[src/rtl/apb_timer_pkg.sv]
// Shared definitions for the APB timer: register offsets, bit indices,
// register-select type and the address decode helper.
package apb_timer_pkg;

  localparam int DATA_W  = 32;
  localparam int PRESC_W = 8;

  // Byte offsets of the registers; only address bits [4:2] are decoded.
  localparam logic [4:0] OFF_CTRL   = 5'h00;
  localparam logic [4:0] OFF_LOAD   = 5'h04;
  localparam logic [4:0] OFF_COUNT  = 5'h08;
  localparam logic [4:0] OFF_STATUS = 5'h0C;
  localparam logic [4:0] OFF_PRESC  = 5'h10;

  // Word indices derived from the byte offsets.
  localparam logic [2:0] IDX_CTRL   = OFF_CTRL[4:2];
  localparam logic [2:0] IDX_LOAD   = OFF_LOAD[4:2];
  localparam logic [2:0] IDX_COUNT  = OFF_COUNT[4:2];
  localparam logic [2:0] IDX_STATUS = OFF_STATUS[4:2];
  localparam logic [2:0] IDX_PRESC  = OFF_PRESC[4:2];

  // CTRL bit positions.
  localparam int CTRL_EN   = 0;
  localparam int CTRL_AUTO = 1;
  localparam int CTRL_IE   = 2;

  // STATUS bit positions.
  localparam int STATUS_EXP = 0;

  typedef enum logic [2:0] {
    SEL_NONE,
    SEL_CTRL,
    SEL_LOAD,
    SEL_COUNT,
    SEL_STATUS,
    SEL_PRESC
  } reg_sel_e;

  // Map a word index to a register; PRESC is only mapped when the
  // prescaler is built in, otherwise its offset behaves as unmapped.
  function automatic reg_sel_e decode_reg(input logic [2:0] idx,
                                          input logic       presc_present);
    reg_sel_e sel;
    sel = SEL_NONE;
    case (idx)
      IDX_CTRL:   sel = SEL_CTRL;
      IDX_LOAD:   sel = SEL_LOAD;
      IDX_COUNT:  sel = SEL_COUNT;
      IDX_STATUS: sel = SEL_STATUS;
      IDX_PRESC:  sel = presc_present ? SEL_PRESC : SEL_NONE;
      default:    sel = SEL_NONE;
    endcase
    return sel;
  endfunction

endpackage

[src/rtl/apb_timer_prescaler.sv]
// Clock prescaler for the APB timer: emits one tick every presc+1 clocks
// while enabled. The phase restarts from zero on 'restart' and is held at
// zero while disabled.
module apb_timer_prescaler
  import apb_timer_pkg::*;
(
  input  logic               clk,
  input  logic               rst,
  input  logic               en,
  input  logic [PRESC_W-1:0] presc,
  input  logic               restart,
  output logic               tick
);

  logic [PRESC_W-1:0] phase;

  // A tick fires on the last phase of the period; a restart suppresses it
  // so the new period always starts cleanly.
  assign tick = en & ~restart & (phase == presc);

  // Phase counter wraps after presc, restarts on request, idles at zero.
  always_ff @(posedge clk or negedge rst) begin
    if (!rst) begin
      phase <= '0;
    end else if (restart || !en) begin
      phase <= '0;
    end else if (phase == presc) begin
      phase <= '0;
    end else begin
      phase <= phase + {{(PRESC_W-1){1'b0}}, 1'b1};
    end
  end

endmodule

[src/rtl/apb_timer.sv]
// APB zero-wait-state down-counting timer with one-shot / auto-reload
// modes, sticky expiry flag (write-1-to-clear) and level interrupt.
// Optional prescaler enabled by defining APB_TIMER_PRESCALER_EN; without
// it the counter ticks on every clock while enabled.
module apb_timer
  import apb_timer_pkg::*;
(
  input  logic              clk,
  input  logic              rst,
  input  logic              Psel,
  input  logic              Penable,
  input  logic              Pwrite,
  input  logic [DATA_W-1:0] Paddr,
  input  logic [DATA_W-1:0] Pwdata,
  output logic [DATA_W-1:0] Prdata,
  output logic              irq
);

`ifdef APB_TIMER_PRESCALER_EN
  localparam logic HAS_PRESC = 1'b1;
`else
  localparam logic HAS_PRESC = 1'b0;
`endif

  // Register state
  logic              ctrl_en;
  logic              ctrl_auto;
  logic              ctrl_ie;
  logic [DATA_W-1:0] load_val;
  logic [DATA_W-1:0] count_val;
  logic              exp_flag;

  // Access decode
  reg_sel_e sel;
  logic     wr_en;
  logic     wr_ctrl;
  logic     wr_load;
  logic     wr_status;
  logic     tick;
  logic     expire;
  logic     unused_addr_bits;

  assign unused_addr_bits = ^{Paddr[DATA_W-1:5], Paddr[1:0]};

  assign sel       = decode_reg(Paddr[4:2], HAS_PRESC);
  assign wr_en     = Psel & Penable & Pwrite;
  assign wr_ctrl   = wr_en & (sel == SEL_CTRL);
  assign wr_load   = wr_en & (sel == SEL_LOAD);
  assign wr_status = wr_en & (sel == SEL_STATUS);

`ifdef APB_TIMER_PRESCALER_EN
  logic [PRESC_W-1:0] presc_val;
  logic               wr_presc;
  logic               presc_restart;

  assign wr_presc = wr_en & (sel == SEL_PRESC);

  // Restart the prescaler phase on a PRESC write or when EN goes 0 -> 1.
  assign presc_restart = wr_presc | (wr_ctrl & Pwdata[CTRL_EN] & ~ctrl_en);

  // PRESC register.
  always_ff @(posedge clk or negedge rst) begin
    if (!rst) begin
      presc_val <= '0;
    end else if (wr_presc) begin
      presc_val <= Pwdata[PRESC_W-1:0];
    end
  end

  apb_timer_prescaler u_prescaler (
    .clk     (clk),
    .rst     (rst),
    .en      (ctrl_en),
    .presc   (presc_val),
    .restart (presc_restart),
    .tick    (tick)
  );
`else
  assign tick = ctrl_en;
`endif

  // An expiry is a tick that finds the counter already at zero.
  assign expire = tick & (count_val == '0);

  // CTRL register: a software write takes precedence; otherwise a one-shot
  // expiry stops the timer by clearing EN.
  always_ff @(posedge clk or negedge rst) begin
    if (!rst) begin
      ctrl_en   <= 1'b0;
      ctrl_auto <= 1'b0;
      ctrl_ie   <= 1'b0;
    end else if (wr_ctrl) begin
      ctrl_en   <= Pwdata[CTRL_EN];
      ctrl_auto <= Pwdata[CTRL_AUTO];
      ctrl_ie   <= Pwdata[CTRL_IE];
    end else if (expire && !ctrl_auto) begin
      ctrl_en   <= 1'b0;
    end
  end

  // LOAD register.
  always_ff @(posedge clk or negedge rst) begin
    if (!rst) begin
      load_val <= '0;
    end else if (wr_load) begin
      load_val <= Pwdata;
    end
  end

  // COUNT: a LOAD write overrides any tick activity in the same cycle;
  // otherwise decrement, reload (auto) or hold at zero (one-shot).
  always_ff @(posedge clk or negedge rst) begin
    if (!rst) begin
      count_val <= '0;
    end else if (wr_load) begin
      count_val <= Pwdata;
    end else if (tick) begin
      if (count_val != '0) begin
        count_val <= count_val - {{(DATA_W-1){1'b0}}, 1'b1};
      end else if (ctrl_auto) begin
        count_val <= load_val;
      end
    end
  end

  // EXP flag: setting on expiry beats a simultaneous write-1-to-clear.
  always_ff @(posedge clk or negedge rst) begin
    if (!rst) begin
      exp_flag <= 1'b0;
    end else if (expire) begin
      exp_flag <= 1'b1;
    end else if (wr_status && Pwdata[STATUS_EXP]) begin
      exp_flag <= 1'b0;
    end
  end

  // Interrupt is a pure function of registered state.
  assign irq = exp_flag & ctrl_ie;

  // Read mux: addressed register during a read, zero otherwise.
  always_comb begin
    Prdata = '0;
    if (Psel && !Pwrite) begin
      case (sel)
        SEL_CTRL: begin
          Prdata[CTRL_EN]   = ctrl_en;
          Prdata[CTRL_AUTO] = ctrl_auto;
          Prdata[CTRL_IE]   = ctrl_ie;
        end
        SEL_LOAD:   Prdata = load_val;
        SEL_COUNT:  Prdata = count_val;
        SEL_STATUS: Prdata[STATUS_EXP] = exp_flag;
`ifdef APB_TIMER_PRESCALER_EN
        SEL_PRESC:  Prdata[PRESC_W-1:0] = presc_val;
`endif
        default:    Prdata = '0;
      endcase
    end
  end

endmodule

[config.mk]
export PLATFORM = sky130hd
export DESIGN_NAME = apb_timer
export DESIGN_NICKNAME = d
export VERILOG_FILES = /design/src/rtl/apb_timer_pkg.sv /design/src/rtl/apb_timer_prescaler.sv /design/src/rtl/apb_timer.sv
export SDC_FILE = /design/constraint.sdc
export NUM_CORES = 1
export LEC_CHECK = 0
export ABC_AREA = 1
export CORE_MARGIN = 2
export CORE_UTILIZATION = 50
export CTS_CLUSTER_DIAMETER = 200
export CTS_CLUSTER_SIZE = 24
export DETAILED_ROUTE_END_ITERATION = 8
export PLACE_DENSITY_LB_ADDON = 0.1
export SKIP_CTS_REPAIR_TIMING = 1
export SLEW_MARGIN = 20
export SYNTH_ARGS = -nofsm -noshare
export SYNTH_HDL_FRONTEND = slang
export SYNTH_SLANG_ARGS = --single-unit
[constraint.sdc]
create_clock -name clk -period 2.2 [get_ports clk]
set_input_delay 0.44 -clock clk [delete_from_list [all_inputs] [get_ports clk]]
set_output_delay 0.44 -clock clk [all_outputs]
set_load 0.01 [all_outputs]
==> flow_summary.toml <==
[floorplan]
initial_core_util = 0.510
core_area_um2 = 9640
row_count = 36
dieHeight_um = 103
io_pins = 102
die_area_um2 = 10600
dieWidth_um = 103

[run_status]
status = "finished clean"

[job]
drv_cap = 0

[place]
place_congestion = 0.949
hpwl_um = 10500
port_buffers = 72
dp_cells = 992

[detailed_routing]
vias = 5193
drtIter0Drc = 272
routed_via_density = 5.13
drc = 0
ant_nets = 0
routed_wl_um = 14600
wl_per_cell_um = 14.5
firstDrtPassIters = 5

[pwr]
powerDensity_nw_per_um2 = 762
fin_total_pwr_w = 0.00472
seq_power_share = 0.427
ir_drop_v = 0.000423
internal_power_w = 0.00279
switching_share = 0.410
p_leak_nw = 3.53
power.net_switching_w = 0.00194
comb_power_share = 0.379
pwr-share-clk = 0.193

[grt]
grt_pass1_vias = 4815
antenna_found_initial = 0
grt_start_max_net_pins = 69
grt_pass1_wl_um = 23100
grt.overflow.total = 0
track_usage = 0.277

[timing]
fmax_mhz = 461
hold_viol_final = 0
max_slew_margin = 0.684
fin_setup_tns_ns = 0
skew_ns = 0.00868
post-route-min-period_ns = 2.17
worst_pin_slew_ns = 0.472
drv_slew = 0
rsz0062_at_grt = "true"
setup_viol = 0
fin_crit_sh = 0.985

[logic_synthesis]
synth_seq_area_share = 0.346
syn_avg_cell_area_um2 = 6.27
syn_nets = 855
synthCells = 784
ys_ff_latch = 68
yosysWarnings = 0
async_flop_share = 1.00
syn_area_um2 = 4910
synthDistinctLibCells = 35
synthFlopType = "dfrtp_1"
synth-edff-count = 0

[cts]
htreeDepth = 3
cts_sinks = 68
numCtsBuffers = 9
clockBufferDepth = 2
clock_latency_ns = 0.35
root_buffer = "clkbuf_8"
clk_pin_slew_ns = 0.07
tritoncts = "built"

[critical_path]
crit_chain = "clkdlybuf4s50_1, inv_1, nor2_2, inv_1, buf_4, a21oi_2, dlymetal6s2s_1"
cp_slowest_stage_delay_ns = 0.48
end_kind = "primary output"
crit_fanout = 16
timing.critical_path.mode_cell = "inv_1"
cp.required_ns = 1.76
crit_arrival_ns = 1.73
r2r_setup_slack_ns = 0.19
slowest_stage = "clkdlybuf4s50_1"
start_kind = "input port"
critPathKind = "input port to primary output"

[finish]
n_antenna_cell = 0
area_delta_synth_final_pct = 26.1
num-nets-final = 945
drive_above_1_share = 0.122
final_cell_mix = "nand2_1 (243), inv_1 (106), nor2_1 (104), a21oi_1 (75), dfrtp_1 (68)"
final_cells = 1012
final_common_cell = "nand2_1"

[hold_path]
min_path_type = "input port to async pin"
==> per-stage QoR <==
stage	hold WS (ns)	setup WS, ns	utilization	cell area, um^2
floorplan	0.144	0.338	-	4910
global placement	0.482	-0.465	0.619	5970
global route	0.129	-0.0404	0.643	6200
CTS	0.115	-0.512	0.636	6130
finish	0.0819	0.0331	0.643	6200
detailed placement	0.494	-0.513	0.619	5970
==> registers in the layout, indices dropped and copies added, names as in the netlist <==
register / cells
ctrl_auto: 1
ctrl_ie: 1
ctrl_en: 1
count_val: 32
load_val: 32
exp_flag: 1
==> final timing paths <==
path / depth (start not counted) / startpoint / endpoint
setup / recovery: 7 / Psel / Prdata[11]
hold / removal: 2 / rst / load_val[4]
setup reg to reg: 12 / count_val[0] / count_val[23]
hold reg to reg: 2 / load_val[18] / load_val[18]
max in group asynchronous: 2 / rst / load_val[23]
min in group clk: 2 / load_val[18] / load_val[18]
==> power by group through the flow <==
stage                     Combinational [W]  Sequential (W)  Clock, W
after floorplan                     0.00119         0.00194         0
after global placement              0.00173         0.00201         0
after detailed placement            0.00177         0.00203         0
after CTS                           0.00178         0.00201  0.000932
after global routing                0.00204         0.00207  0.000980
final                               0.00179         0.00202  0.000914
==> layer usage <==
metal  global-route usage  wire [um]
met5                    0          0
met4               0.0759        157
met3               0.0461        860
met2                0.441       6900
met1                0.392       6730
==> final cells by class <==
| type | instances | area (um^2) |
|---|---|---|
| fillers | 958 | 3440 |
| multi-input cells | 575 | 2630 |
| flip-flops and latches | 68 | 1700 |
| repair buffers | 110 | 1120 |
| inverters | 110 | 415 |
| well taps | 133 | 166 |
| clock buffers | 14 | 153 |
| clock inverters | 2 | 10.0 |
==> cell families after synthesis <==
group	share of synthesized area
AOI/OAI and AO/OA	0.144
xor gates and xnor gates	0.00891
adders and majority gates	0.00509
buffers and inverters	0.123
DFF	0.346
muxes	0.00229
and+or+nand+nor	0.370
==> cells in the mapped netlist (2+ instances only) <==
| cell type | count | share of area |
|---|---|---|
| inv_1 | 108 | 0.082 |
| dfrtp_1 | 68 | 0.35 |
| a21oi_2 | 7 | 0.012 |
| buf_6 | 8 | 0.018 |
| o21bai_1 | 2 | 0.0031 |
| and2_1 | 2 | 0.0025 |
| nor2_2 | 18 | 0.023 |
| nand2_1 | 243 | 0.19 |
| o21ai_0 | 39 | 0.040 |
| nand3b_1 | 3 | 0.0046 |
| ha_1 | 2 | 0.0051 |
| nand3_1 | 46 | 0.047 |
| buf_2 | 9 | 0.0092 |
| xnor2_1 | 2 | 0.0036 |
| clkbuf_1 | 12 | 0.0092 |
| nor2_4 | 2 | 0.0046 |
| nor2_1 | 105 | 0.080 |
| a21oi_1 | 77 | 0.078 |
| xor2_1 | 3 | 0.0053 |
| nand4_1 | 6 | 0.0076 |
| or2_0 | 2 | 0.0025 |
| nor3_1 | 2 | 0.0020 |
| nand2_2 | 5 | 0.0064 |
| o22ai_1 | 2 | 0.0025 |
==> worst max-delay path: cells and delay by family <==
kind            cells  cell delay (ns)
simple gates        1             0.13
compound gates      1             0.16
buf+inv             5             0.99
Power figures use the tool's default switching activity.
